### src/rtl/arb_client_port.sv
// Requester-side port for the shared round-robin arbiter: buffers client words in a
// small FIFO, requests only for words not already covered by an in-flight grant.
module arb_client_port #(
    parameter int DW    = 8,
    parameter int DEPTH = 4
) (
    input  logic                   clk,
    input  logic                   rst,
    input  logic                   in_valid,
    output logic                   in_ready,
    input  logic [DW-1:0]          in_data,
    output logic                   req,
    input  logic                   gnt,
    output logic                   bus_valid,
    output logic [DW-1:0]          bus_data,
    output logic [$clog2(DEPTH):0] level,
    output logic                   spurious_gnt
);

    localparam int AW = $clog2(DEPTH);
    localparam int CW = AW + 1;
    localparam logic [CW-1:0] FULL = CW'(DEPTH);

    logic [DW-1:0] r_mem [DEPTH];
    logic [AW-1:0] r_wr_ptr;
    logic [AW-1:0] r_rd_ptr;
    logic [CW-1:0] r_count;
    logic          r_bus_valid;
    logic [DW-1:0] r_bus_data;
    logic          r_spurious;

    logic          w_empty;
    logic          w_push;
    logic          w_pop;
    logic [CW-1:0] w_count_next;

    // FIFO handshake decode and occupancy update
    always_comb begin
        w_empty      = (r_count == {CW{1'b0}});
        w_push       = in_valid & (r_count < FULL);
        w_pop        = gnt & ~w_empty;
        w_count_next = r_count;
        case ({w_push, w_pop})
            2'b10:   w_count_next = r_count + CW'(1);
            2'b01:   w_count_next = r_count - CW'(1);
            default: w_count_next = r_count;
        endcase
    end

    // A grant already in flight covers one buffered word, so it is excluded from req.
    assign req          = (r_count > {{AW{1'b0}}, gnt});
    assign in_ready     = (r_count < FULL);
    assign level        = r_count;
    assign bus_valid    = r_bus_valid;
    assign bus_data     = r_bus_data;
    assign spurious_gnt = r_spurious;

    // Pointer and occupancy registers
    always_ff @(posedge clk) begin
        if (rst) begin
            r_wr_ptr <= {AW{1'b0}};
            r_rd_ptr <= {AW{1'b0}};
            r_count  <= {CW{1'b0}};
        end else begin
            if (w_push) begin
                r_wr_ptr <= r_wr_ptr + AW'(1);
            end
            if (w_pop) begin
                r_rd_ptr <= r_rd_ptr + AW'(1);
            end
            r_count <= w_count_next;
        end
    end

    // Storage array is deliberately left unreset
    always_ff @(posedge clk) begin
        if (w_push) begin
            r_mem[r_wr_ptr] <= in_data;
        end
    end

    // Registered shared-bus output; data holds between pops
    always_ff @(posedge clk) begin
        if (rst) begin
            r_bus_valid <= 1'b0;
            r_bus_data  <= {DW{1'b0}};
        end else if (w_pop) begin
            r_bus_valid <= 1'b1;
            r_bus_data  <= r_mem[r_rd_ptr];
        end else begin
            r_bus_valid <= 1'b0;
        end
    end

    // Sticky flag for a grant that found nothing to send
    always_ff @(posedge clk) begin
        if (rst) begin
            r_spurious <= 1'b0;
        end else if (gnt & w_empty) begin
            r_spurious <= 1'b1;
        end
    end

endmodule
### config.mk
export PLATFORM = sky130hd
export DESIGN_NAME = arb_client_port
export DESIGN_NICKNAME = d
export VERILOG_FILES = /design/src/rtl/arb_client_port.sv
export SDC_FILE = /design/constraint.sdc
export NUM_CORES = 1
export LEC_CHECK = 0
export BUFFER_PORTS_ARGS = -buffer_cell sky130_fd_sc_hd__buf_4
export CORE_MARGIN = 5
export CORE_UTILIZATION = 40
export DETAILED_ROUTE_END_ITERATION = 10
export GPL_TIMING_DRIVEN = 0
export MAX_ROUTING_LAYER = met4
export PLACE_DENSITY_LB_ADDON = 0.1
export SLEW_MARGIN = 40
export SYNTH_ARGS = -nofsm -noshare
export SYNTH_HDL_FRONTEND = slang
export SYNTH_SLANG_ARGS = --single-unit
export TNS_END_PERCENT = 10
### constraint.sdc
create_clock -name clk -period 3.4 [get_ports clk]
set_clock_uncertainty 0.2 [all_clocks]
set_input_delay 0.17 -clock clk [delete_from_list [all_inputs] [get_ports clk]]
set_output_delay 0.17 -clock clk [all_outputs]
set_load 0.02 [all_outputs]
; ---- Yosys cells after proc, flatten, opt, wreduce, memory -nomap -nowiden
; Memories as Yosys holds them, arrays and structs flattened. A register that Yosys moved wholly into a read port is not among the register bits.
; Index checks and enable logic that the tools add are counted.
[word_totals]
elab_cells = 24
ramBits = 32
reg_bits = 9
mem_count = 1
in_bits = 12
output_inout_bits = 15
[op_classes]
n_lt_le_gt_ge = 2
mux = 4
n_eq_ne = 2
n_reduce_logical = 2
bitwise_logic = 4
n_addsub = 4
[mem_list]
columns = name, depth, word_bits, rd, rd_ports_with_merged_regs, write_ports, line
row1 = r_mem, 4, 8, 1, 1, 1, 24  ; logic [DW-1:0] r_mem [DEPTH];
[ops]
columns = operator, n
row1 = case mux 3 bit (2 select lines), 1
row2 = "adder 2 x 1 -> 2 bit, second input constant", 2
row3 = "adder 3 x 1 -> 3 bit, second input constant", 1
row4 = AND 1 bit, 3
row5 = greater-than comparator 3 x 1 -> 1 bit, 1
row6 = zero test 3 bit, 1
row7 = "less-than comparator 3 bit, second input constant", 1
row8 = 2-to-1 mux 1 bit, 3
row9 = "subtractor 3 x 1 -> 3 bit, second input constant", 1
row10 = "equality test 2 x 1 -> 1 bit, second input constant", 1
row11 = "equality test 2 bit, second input constant", 1
row12 = nonzero test 2 bit, 1
row13 = inverter 1 bit, 1

; ---- Longest topological paths before layout
; Gate-level depths: netlist of run 1.
[depth]
depth_word = 5
depth_mapped = 9

; ---- Worst setup path after synthesis of run 1
; OpenSTA, ideal clock, no wires.
[synth_path]
path_type = register to register
from = register r_count[2] (netlist: level[2])
to = register r_count[2] (netlist: level[2])
period_less_slack_ns = 2.234
path_stages_with_launch = 9
arrival_time_ns = 1.964
n_path_buf = 0
setup_ns = 0.070
setup_slack_ns = 1.166
t_required_ns = 3.130
cell_sequence = dfxtp_1 o31ai_4 inv_2 ha_1 inv_1 fa_1 xor2_1 or3_1 a21oi_1
[synth_between]
elab_chain_len = 5
[synth_rtl]
columns = item, line
row1 = start: declaration, 27  ; logic [CW-1:0] r_count;
row2 = start signal: assignment, 63  ; r_count <= {CW{1'b0}};
row3 = start signal: assignment, 71  ; r_count <= w_count_next;
row4 = zero test 3 bit *, 39  ; w_empty = (r_count == {CW{1'b0}});
row5 = inverter 1 bit *, 41  ; w_pop = gnt & ~w_empty;
row6 = AND 1 bit *, 41
row7 = net w_pop, 34  ; logic w_pop;
row8 = equality test 2 x 1 -> 1 bit or equality test 2 bit (tied branches), 43  ; case ({w_push, w_pop})
row9 = case mux 3 bit (2 select lines) or nonzero test 2 bit (tied branches), n/a
; The timed path passes the listed nets; every way through them passes the cells marked *.
; A chain may end at the register's enable or synchronous reset.

; ---- Final worst setup path of run 1
[layout_path]
from = input gnt
to = register r_count[2] (netlist: level[2])
[layout_between]
elab_chain_len = 3
[layout_rtl]
columns = item, line
row1 = start: declaration, 13  ; input logic gnt,
row2 = AND 1 bit *, 41
row3 = net w_pop, 34
row4 = equality test 2 x 1 -> 1 bit or equality test 2 bit (tied branches), 43
row5 = case mux 3 bit (2 select lines) or nonzero test 2 bit (tied branches), n/a
; Marks and branches as above.

==> results of run 1 <==
==> how the worst max path moves through the flow <==
stage | slack [ns] | end | cells past startpoint | start
2_1_floorplan | 1.17 | level[2]$_SDFFE_PP0P_ | 8 | level[2]$_SDFFE_PP0P_
3_3_place_gp | 1.17 | level[2]$_SDFFE_PP0P_ | 8 | level[2]$_SDFFE_PP0P_
3_5_place_dp | 1.10 | level[2]$_SDFFE_PP0P_ | 8 | level[2]$_SDFFE_PP0P_
4_1_cts | 1.08 | level[2]$_SDFFE_PP0P_ | 10 | gnt
5_1_grt | 0.93 | level[2]$_SDFFE_PP0P_ | 8 | level[2]$_SDFFE_PP0P_
6_report | 1.08 | level[2]$_SDFFE_PP0P_ | 10 | gnt
==> worst max-delay path, cell delays in order <==
cell           delay [ns]
dlygate4sd3_1        0.53
buf_4                0.13
o31ai_4              0.08
inv_2                0.17
ha_1                 0.21
inv_1                0.06
fa_1                 0.37
xor2_1               0.16
or3_1                0.31
a21oi_1              0.16
==> power groups by stage <==
stage	clock network, mW	registers [mW]	logic [mW]
4_1_cts	0.389	0.807	0.631
2_1_floorplan	0	0.868	0.366
5_1_grt	0.423	0.816	0.686
3_5_place_dp	0	0.821	0.621
3_3_place_gp	0	0.813	0.606
6_report	0.375	0.804	0.618
==> cell usage after synthesis <==
library cell / n / share of area, %
a21oi_1: 11 / 2.9
a31oi_1: 1 / 0.32
and2_1: 4 / 1.3
buf_2: 1 / 0.26
buf_6: 2 / 1.2
clkbuf_1: 2 / 0.39
clkbuf_2: 1 / 0.26
dfxtp_1: 17 / 18
edfxtp_1: 32 / 50
fa_1: 1 / 1.0
ha_1: 6 / 3.9
inv_1: 8 / 1.6
inv_2: 1 / 0.19
mux2i_1: 1 / 0.52
mux4_2: 8 / 9.3
nand2_1: 16 / 3.1
nor2_1: 9 / 1.7
nor2b_1: 1 / 0.32
o21ai_0: 2 / 0.52
o21ai_1: 1 / 0.26
o31ai_4: 1 / 1.1
or3_1: 2 / 0.65
xnor2_1: 2 / 0.91
xor2_1: 2 / 0.91
==> layer usage <==
layer	vias to the layer above	track usage [%]	wire length [microns]
met1	508	16.0	1580
met4	0	3.61	27
met5	-	-	0
li1	545	-	-
met3	4	4.97	235
met2	29	18.6	1600
==> per-stage QoR <==
step	utilization (%)	setup slack, ns	hold slack, ns	total power [mW]
2_1_floorplan	-	1.17	0.0689	1.23
3_3_place_gp	46.6	1.17	0.168	1.42
3_5_place_dp	46.6	1.10	0.174	1.44
4_1_cts	50.7	1.08	0.0461	1.83
5_1_grt	50.7	0.928	0.0668	1.93
6_report	50.7	1.08	0.0225	1.80
==> state kept, by name, summed over array words and instances (netlist names) <==
name and cells:
bus_data 8, r_mem 32, bus_valid 1, spurious_gnt 1, level 3, r_wr_ptr 2, r_rd_ptr 2
==> cells by family (layout without fill, tap and decap cells) <==
| logic type | count (synthesis) | in the layout |
|---|---|---|
| AO/OA/AOI/OAI | 16 | 16 |
| flip-flops | 49 | 49 |
| AND/OR/NAND/NOR | 32 | 32 |
| adder cells (fa/ha/maj) | 7 | 7 |
| XOR/XNOR | 4 | 4 |
| multiplexers | 9 | 9 |
| buffers and inverters | 15 | 57 |
==> repair_timing <==
| item | CTS | global route |
|---|---|---|
| hold buffers | 9 | 0 |
| endpoints found under the hold margin | 33 | 0 |
| endpoints found under the setup margin | 0 | 0 |
==> layout make-up <==
| cell class | instances | area (sq um) |
|---|---|---|
| Timing Repair Buffer | 34 | 278 |
| Clock inverter | 1 | 8.76 |
| Clock buffer | 7 | 96.3 |
| Tap cell | 54 | 67.6 |
| Inverter | 9 | 33.8 |
| Multi-Input combinational cell | 68 | 556 |
| Sequential cell | 49 | 1300 |
| Buffer | 6 | 40.0 |
| Fill cell | 420 | 2310 |
==> flow_metrics.env, run 1 <==
export IMPL_combPwrFrac_pct=34.4
export IMPL_fmax_mhz=432
export IMPL_synth_fa_ha_area_share_pct=4.93
export IMPL_holdPathStages=2
export IMPL_fin_nets=192
export IMPL_gp_congestion=0.740
export IMPL_reg2reg_setup_slack_ns=1.09
export IMPL_cts_setup_buffers=0
export IMPL_end_kind="register"
export IMPL_synth_simple_area_share_pct=7.13
export IMPL_n_antenna_cell=0
export IMPL_syn_num_nets=151
export IMPL_numCtsBuffers=5
export IMPL_layout_cells_non_filler=228
export IMPL_cts_tree="built"
export IMPL_final_period_utilization_pct=68.2
export IMPL_required_ns=3.43
export IMPL_p_sw_share_pct=32.5
export IMPL_hp_class="in2reg"
export IMPL_drv_cap=0
export IMPL_pwr_share_clk_pct=20.9
export IMPL_setup_violations=0
export IMPL_first_global_vias=1109
export IMPL_detailed_place_hpwl_microns=2400
export IMPL_placed_area_sq_um=2190
export IMPL_outcome="complete, no violations"
export IMPL_dieArea_sq_um=6320
export IMPL_drive_gt1_share_pct=27.0
export IMPL_dp_cells=211
export IMPL_p_int_mw=1.21
export IMPL_finalMaxSlewViolations=0
export IMPL_p_seq_share_pct=44.8
export IMPL_grt_usage_pct=12.6
export IMPL_final_cell_mix="32 x edfxtp_1, 25 x buf_4, 17 x dfxtp_1"
export IMPL_vias=1086
export IMPL_drt_pass1_iter_count=4
export IMPL_h_tree_depth=2
export IMPL_r2r_end="level[2]$_SDFFE_PP0P_"
export IMPL_finalWirelength_microns=3440
export IMPL_antenna_found_initial=0
export IMPL_port_buffers=25
export IMPL_syn2layout_area_growth_pct=23.3
export IMPL_drc=0
export IMPL_stdcell_area_sq_um=2380
export IMPL_numClockSinks=49
export IMPL_seq_area_frac_synth_pct=67.4
export IMPL_start_util_pct=41.1
export IMPL_cts_max_path_buffers=2
export IMPL_rsz0062_at_grt="false"
export IMPL_cts_resized=0
export IMPL_grt_max_degree=16
export IMPL_cts_root_buf="clkbuf_8"
export IMPL_core_area_sq_um=4690
export IMPL_final_hold_viol_count=0
export IMPL_synthCells=132
export IMPL_ys_ff_latch=49
export IMPL_crit_arrival_ns=2.34
export IMPL_yosysWarningCount=0
export IMPL_whs_endpoint="bus_data[1]$_SDFFE_PP0P_"
export IMPL_clk_latency_ns=0.29
export IMPL_worst_pin_slew_ns=0.496
export IMPL_ir_drop_mv=0.294
export IMPL_reg2reg_depth=8
export IMPL_path_clk_slew_ns=0.09
export IMPL_ant_nets=0
export IMPL_gr_total_overflow=0
export IMPL_relSlewSlack_pct=66.9
export IMPL_via_per_inst=4.76
export IMPL_synth_xor_area_share_pct=1.81
export IMPL_synth_compound_area_share_pct=5.06
export IMPL_fp_row_count=25
export IMPL_avgSynthCellArea_sq_um=14.6
export IMPL_syn_area_sq_um=1930
export IMPL_grt_first_pass_wirelength_microns=5640
export IMPL_p_switching_mw=0.583
export IMPL_synth_top_family_by_area="multiplexers"
export IMPL_layout_min_cycle_time_ns=2.32
export IMPL_totalNegativeSetupSlack_ns=0
export IMPL_final_common_cell="edfxtp_1"
export IMPL_io_pins=27
export IMPL_drtIter0Drc=59
export IMPL_powerDensity_nw_per_um2=755
export IMPL_p_leak_nw=0.875
export IMPL_critPathLaunchType="primary input"
export IMPL_synth_cell_type_count=24
export IMPL_wl_per_cell_microns=15.1
export IMPL_synthMuxAreaShare_pct=9.85
export IMPL_die_w_microns=79.5
export IMPL_die_h_microns=79.5
export IMPL_reg2reg_from="level[2]$_SDFFE_PP0P_"
export IMPL_worstSetupPathType="in2reg"
export IMPL_hold_start="rst"
export IMPL_critical_path_max_fanout=10
Power figures use the tool's default switching activity.
==> run 2: changes to the inputs <==
--- a/config.mk
+++ b/config.mk
@@ -5,6 +5,7 @@
 export SDC_FILE = /design/constraint.sdc
 export NUM_CORES = 1
 export LEC_CHECK = 0
+export ABC_AREA = 1
 export BUFFER_PORTS_ARGS = -buffer_cell sky130_fd_sc_hd__buf_4
 export CORE_MARGIN = 5
 export CORE_UTILIZATION = 40
==> constraint.sdc (replaced) <==
create_clock -name clk -period 2.27 [get_ports clk]
set_clock_uncertainty 0.2 [all_clocks]
set_input_delay 0.1135 -clock clk [delete_from_list [all_inputs] [get_ports clk]]
set_output_delay 0.1135 -clock clk [all_outputs]
set_load 0.02 [all_outputs]
==> run 2 against run 1 <==
  * Non-clock buffer count is 5 higher
  * Sequential share of layout area is 7.7 points lower
  * Via count is 41% higher
  * Final area is 17% higher
  * Total power is 62% higher
  * Sequential power is 47% higher
  * Highest routed layer unchanged
  * Flip-flop and latch count stayed put
  * Global-route usage is 0.35 points lower
  * Clock power is 53% higher
==> flow_metrics.env, run 2 <==
export IMPL_outcome="complete, no violations"
export IMPL_crit_arrival_ns=2.02
export IMPL_relSlewSlack_pct=43.8
export IMPL_syn_area_sq_um=2260
export IMPL_cp_cell_sequence="nor2_2, nand2_2, nand2_2, buf_4, inv_2, ha_1, inv_1, fa_1, inv_1, nand2_1, nand3_1, nand2_1, nand2_1, nor2_1"
export IMPL_final_cell_mix="54 x nand2_1, 53 x inv_1, 32 x edfxtp_1"
export IMPL_syn_num_nets=263
export IMPL_layout_min_cycle_time_ns=2.03
export IMPL_drt_pass1_iter_count=4
export IMPL_ir_drop_mv=0.391
export IMPL_clk_latency_ns=0.30
export IMPL_yosysWarningCount=0
export IMPL_regMostFlops="r_mem"
export IMPL_setup_violations=0
export IMPL_wl_per_cell_microns=11.2
export IMPL_h_tree_depth=2
export IMPL_holdPathStages=2
export IMPL_ant_nets=0
export IMPL_core_area_sq_um=5510
export IMPL_first_global_vias=1386
export IMPL_path_clk_slew_ns=0.08
export IMPL_synth_most_common_cell="nand2_1"
export IMPL_critPathLaunchType="register"
export IMPL_stdcell_area_sq_um=2770
export IMPL_crit_top_cell="nand2_1"
export IMPL_grt_first_pass_wirelength_microns=6630
export IMPL_via_per_inst=4.24
export IMPL_synth_common_cells="54 x nand2_1, 53 x inv_1, 32 x edfxtp_1"
export IMPL_gp_congestion=0.778
export IMPL_p_leak_nw=1.30
export IMPL_io_pins=27
export IMPL_seq_area_frac_synth_pct=57.7
export IMPL_drv_cap=0
export IMPL_gr_total_overflow=0
export IMPL_holdBufCountCts=12
export IMPL_ys_ff_latch=49
export IMPL_hold_start="spurious_gnt$_SDFFE_PP0P_"
export IMPL_worst_pin_slew_ns=0.840
export IMPL_syn2layout_area_growth_pct=23.0
export IMPL_r2r_end="level[2]$_SDFFE_PP0P_"
export IMPL_synthDominantCellAreaShare_pct=42.6
export IMPL_drc=0
export IMPL_worstSetupPathType="reg2reg"
export IMPL_die_w_microns=85.1
export IMPL_cts_resized=0
export IMPL_cp_slowest_cell="dfxtp_1"
export IMPL_avgSynthCellArea_sq_um=9.25
export IMPL_async_flop_share_pct=0
export IMPL_reg2reg_depth=14
export IMPL_grt_max_degree=17
export IMPL_slowest_delay_ns=0.39
export IMPL_finalMaxSlewViolations=0
export IMPL_powerDensity_nw_per_um2=1050
export IMPL_numClockSinks=49
export IMPL_yosysTopAreaCell="edfxtp_1"
export IMPL_grt_usage_pct=12.2
export IMPL_reg2reg_setup_slack_ns=0.24
export IMPL_synthCells=244
export IMPL_dieArea_sq_um=7240
export IMPL_start_util_pct=41.0
export IMPL_fmax_mhz=493
export IMPL_cts_tree="built"
export IMPL_layout_cells_non_filler=362
export IMPL_fin_nets=308
export IMPL_largest_reg_flops=32
export IMPL_antenna_found_initial=0
export IMPL_totalNegativeSetupSlack_ns=0
export IMPL_rsz0062_at_grt="false"
export IMPL_required_ns=2.26
export IMPL_cts_setup_buffers=0
export IMPL_drive_gt1_share_pct=24.1
export IMPL_cts_max_path_buffers=2
export IMPL_whs_endpoint="spurious_gnt$_SDFFE_PP0P_"
export IMPL_vias=1534
export IMPL_die_h_microns=85.1
export IMPL_fp_row_count=27
export IMPL_n_antenna_cell=0
export IMPL_detailed_place_hpwl_microns=2770
export IMPL_synth_area_leaders="edfxtp_1 43%, dfxtp_1 15%, nand2_1 9.0%"
export IMPL_reg2reg_from="level[1]$_SDFFE_PP0P_"
export IMPL_drtIter0Drc=70
export IMPL_port_buffers=26
export IMPL_synth_cell_type_count=23
export IMPL_synth_edf_count=32
export IMPL_finalWirelength_microns=4040
export IMPL_final_common_cell="nand2_1"
export IMPL_cts_root_buf="clkbuf_8"
export IMPL_final_period_utilization_pct=89.3
export IMPL_placed_area_sq_um=2540
export IMPL_critical_path_max_fanout=10
export IMPL_end_kind="register"
export IMPL_numCtsBuffers=5
export IMPL_dp_cells=342
export IMPL_total_power_mw=2.92
export IMPL_ys_flop_type="edfxtp_1"
export IMPL_final_hold_viol_count=0
export IMPL_hp_class="reg2reg"
-- run 2: changes by cell type in the layout (fill, tap and decap cells not counted), sizes merged, moves of 5 or more --
cell	previous run	this run
nand2	16	67
nor2	9	26
nand3	0	19
mux4	8	0
a21oi	11	6
inv	10	57
-- run 2: per-layer routing --
layer  up-vias  part of all wire [%]  track usage (%)
met4         0                   1.4             4.32
li1        832                     -                -
met3         5                   4.9             3.59
met5         -                     0                -
met1       674                    50             15.4
met2        23                    44             18.6
-- run 2: cells by family (layout without fill, tap and decap cells) --
family / count (synthesis) / in the layout / synth area share (%)
and+or+nand+nor: 112 / 112 / 22.4
AOI/OAI and AO/OA: 12 / 12 / 2.83
DFF: 49 / 49 / 57.7
adders and majority gates: 7 / 7 / 4.22
buffers and inverters: 64 / 110 / 12.9
-- run 2: worst max-delay path, delay by kind of cell, from the launching register on --
| kind | cells | cell delay (ns) |
|---|---|---|
| flip-flops | 1 | 0.39 |
| AND/OR/NAND/NOR | 8 | 0.44 |
| buffers and inverters | 4 | 0.37 |
| adder cells (fa/ha/maj) | 2 | 0.53 |
-- run 2: worst max-delay path by stage --
stage	startpoint	endpoint	slack (ns)	depth (start not counted)
2_1_floorplan	level[0]$_SDFFE_PP0P_	level[2]$_SDFFE_PP0P_	0.21	14
3_3_place_gp	level[1]$_SDFFE_PP0P_	level[2]$_SDFFE_PP0P_	0.26	14
3_5_place_dp	level[1]$_SDFFE_PP0P_	level[2]$_SDFFE_PP0P_	0.24	14
4_1_cts	level[1]$_SDFFE_PP0P_	level[2]$_SDFFE_PP0P_	0.23	14
5_1_grt	level[1]$_SDFFE_PP0P_	level[2]$_SDFFE_PP0P_	0.06	12
6_report	level[1]$_SDFFE_PP0P_	level[2]$_SDFFE_PP0P_	0.24	14
-- run 2: report_power, final --
| part | internal [mW] | switching [mW] | leakage [nW] |
|---|---|---|---|
| Combinational | 0.453 | 0.711 | 0.805 |
| Clock | 0.286 | 0.289 | 0.0567 |
| Sequential | 1.12 | 0.0648 | 0.434 |
| Total | 1.85 | 1.06 | 1.30 |
-- run 2: cell type report --
cell class | instances | area, sq um
Fill cell | 530 | 2730
Sequential cell | 49 | 1300
Multi-Input combinational cell | 131 | 668
Timing Repair Buffer | 38 | 315
Inverter | 57 | 221
Clock buffer | 6 | 93.8
Tap cell | 72 | 90.1
Buffer | 7 | 70.1
Clock inverter | 2 | 13.8
-- run 2: through the flow --
stage                     utilization (%)  hold slack [ns]  setup slack (ns)
after floorplan                         -          -0.0241             0.210
after global placement               46.1            0.113             0.256
after detailed placement             46.2            0.104             0.239
after CTS                            50.3            0.274             0.233
after global routing                 50.4            0.308            0.0592
final                                50.4            0.262             0.244
==> run 3: changes to the inputs <==
--- a/config.mk
+++ b/config.mk
@@ -8,12 +8,12 @@
 export ABC_AREA = 1
 export BUFFER_PORTS_ARGS = -buffer_cell sky130_fd_sc_hd__buf_4
 export CORE_MARGIN = 5
-export CORE_UTILIZATION = 40
+export CORE_UTILIZATION = 44
 export DETAILED_ROUTE_END_ITERATION = 10
 export GPL_TIMING_DRIVEN = 0
 export MAX_ROUTING_LAYER = met4
 export PLACE_DENSITY_LB_ADDON = 0.1
-export SLEW_MARGIN = 40
+export SLEW_MARGIN = 20
 export SYNTH_ARGS = -nofsm -noshare
 export SYNTH_HDL_FRONTEND = slang
 export SYNTH_SLANG_ARGS = --single-unit
==> constraint.sdc (replaced) <==
create_clock -name clk -period 2.27 [get_ports clk]
set_clock_uncertainty 0.2 [all_clocks]
set_input_delay 0.454 -clock clk [delete_from_list [all_inputs] [get_ports clk]]
set_output_delay 0.454 -clock clk [all_outputs]
set_load 0.02 [all_outputs]
==> run 3 against run 2 <==
  * Register-to-register slack worse by 0.02 ns
  * Global-route usage is 1.4 points higher
  * Worst setup slack worse by 0.023 ns
  * Core utilization is 1.9 points higher
  * Fmax is 1.1% lower
  * Wire length is 1.8% lower
  * Combinational power hardly changed
  * Worst hold slack worse by 0.12 ns
  * Via count is 0.78% lower
  * Final area is 5.1% lower
  * Non-clock buffer count is 12 lower
  * Critical endpoint unchanged
  * Largest cell class unchanged
  * Largest power group unchanged
==> flow_metrics.env, run 3 (same netlist as run 2, synthesis figures left out) <==
export IMPL_port_buffers=26
export IMPL_cts_tree="built"
export IMPL_reg2reg_from="level[0]$_SDFFE_PP0P_"
export IMPL_holdBufCountCts=0
export IMPL_crit_arrival_ns=2.05
export IMPL_dieArea_sq_um=6660
export IMPL_layout_cells_non_filler=348
export IMPL_h_tree_depth=2
export IMPL_regMostFlops="r_mem"
export IMPL_setup_ws_ns=0.220
export IMPL_finish_utilization_pct=52.2
export IMPL_drv_cap=0
export IMPL_grt_max_degree=16
export IMPL_stdcell_area_sq_um=2630
export IMPL_fp_row_count=26
export IMPL_placed_area_sq_um=2540
export IMPL_fin_nets=296
export IMPL_finalMaxSlewViolations=0
export IMPL_vias=1522
export IMPL_largest_reg_flops=32
export IMPL_clk_latency_ns=0.30
export IMPL_grt_usage_pct=13.6
export IMPL_wl_per_cell_microns=11.4
export IMPL_drc=0
export IMPL_dp_cells=340
export IMPL_layout_min_cycle_time_ns=2.05
export IMPL_outcome="complete, no violations"
export IMPL_detailed_place_hpwl_microns=2770
export IMPL_cp_cell_sequence="inv_2, nand2_2, nand2_2, buf_4, inv_2, ha_1, inv_1, fa_1, inv_1, nand2_1, nand3_1, nand2_1, nand2_1, nor2_1"
export IMPL_die_h_microns=81.6
export IMPL_via_per_inst=4.37
export IMPL_powerDensity_nw_per_um2=1080
export IMPL_path_clk_slew_ns=0.08
export IMPL_io_pins=27
export IMPL_antenna_found_initial=0
export IMPL_relSlewSlack_pct=43.3
export IMPL_gp_congestion=0.747
export IMPL_fillCellCount=500
export IMPL_start_util_pct=44.7
export IMPL_cts_max_path_buffers=2
export IMPL_worstSetupStartpoint="level[0]$_SDFFE_PP0P_"
export IMPL_hp_class="in2reg"
export IMPL_reg2reg_depth=14
export IMPL_grt_first_pass_wirelength_microns=6400
export IMPL_fmax_mhz=488
export IMPL_drtIter0Drc=68
export IMPL_drive_gt1_share_pct=24.5
export IMPL_core_area_sq_um=5040
export IMPL_critPathLaunchType="register"
export IMPL_die_w_microns=81.6
export IMPL_numCtsBuffers=5
export IMPL_critical_path_max_fanout=10
export IMPL_ir_drop_mv=0.398
export IMPL_gr_total_overflow=0
export IMPL_holdPathStages=2
export IMPL_crit_top_cell="nand2_1"
export IMPL_ant_nets=0
export IMPL_numClockSinks=49
export IMPL_cp_slowest_cell="fa_1"
export IMPL_syn2layout_area_growth_pct=16.8
export IMPL_hold_start="rst"
export IMPL_finalWirelength_microns=3970
export IMPL_first_global_vias=1378
export IMPL_required_ns=2.27
export IMPL_final_common_cell="nand2_1"
export IMPL_final_cell_mix="54 x nand2_1, 53 x inv_1, 32 x edfxtp_1"
export IMPL_setup_violations=0
export IMPL_worstSetupPathType="reg2reg"
export IMPL_end_kind="register"
export IMPL_cts_root_buf="clkbuf_8"
export IMPL_pre_cts_ws_ns=0.148
export IMPL_worst_pin_slew_ns=0.848
export IMPL_totalNegativeSetupSlack_ns=0
export IMPL_slowest_delay_ns=0.38
export IMPL_final_period_utilization_pct=90.3
export IMPL_rsz0062_at_grt="false"
export IMPL_final_hold_viol_count=0
export IMPL_drt_pass1_iter_count=4
export IMPL_p_leak_nw=1.23
export IMPL_n_antenna_cell=0
==> run 3: timing repair <==
item / in CTS / in global routing
endpoints found under the setup margin: 0 / 1
gates resized for setup: 0 / 1
setup buffers: 0 / 0
==> run 3: cell type report <==
cell class,instances,area (sq um),area share [%]
sequential,49,1300,49.5
multi-input combinational,131,663,25.2
inverter,57,221,8.41
timing repair buffer,26,195,7.41
tap,70,87.6,3.33
clock buffer,7,86.3,3.28
buffer,7,70.1,2.66
clock inverter,1,7.51,0.285
==> run 3: power breakdown <==
part	switching [mW]	internal (mW)	total (mW)
Clock	0.272	0.248	0.520
Combinational	0.706	0.436	1.14
Sequential	0.0644	1.12	1.18
Total	1.04	1.80	2.84
==> run 3: worst max-delay path, delay by kind of cell, from the launching register on <==
| kind | cells | cell delay, ns |
|---|---|---|
| adders and majority gates | 2 | 0.54 |
| DFF | 1 | 0.35 |
| and+or+nand+nor | 7 | 0.43 |
| buffers and inverters | 5 | 0.45 |
==> run 3: per-layer routing <==
layer | vias to the layer above | wire [microns] | GRT usage (%)
met2 | 33 | 1850 | 22.1
met4 | 0 | 51 | 4.98
met5 | - | 0 | -
li1 | 803 | - | -
met3 | 7 | 208 | 3.62
met1 | 679 | 1860 | 16.3
==> run 3: worst paths after layout <==
check	slack (ns)	to
max	0.22	level[2]$_SDFFE_PP0P_
min	0.14	r_rd_ptr[1]$_SDFFE_PP0P_
max reg2reg	0.22	level[2]$_SDFFE_PP0P_
min reg2reg	0.25	spurious_gnt$_SDFFE_PP0P_
==> run 3: metrics by stage <==
step / hold slack, ns / total power [mW]
3_5_place_dp: 0.244 / 2.36
6_report: 0.138 / 2.84
2_1_floorplan: 0.290 / 2.00
4_1_cts: 0.130 / 2.88
5_1_grt: 0.130 / 3.05
3_3_place_gp: 0.237 / 2.35
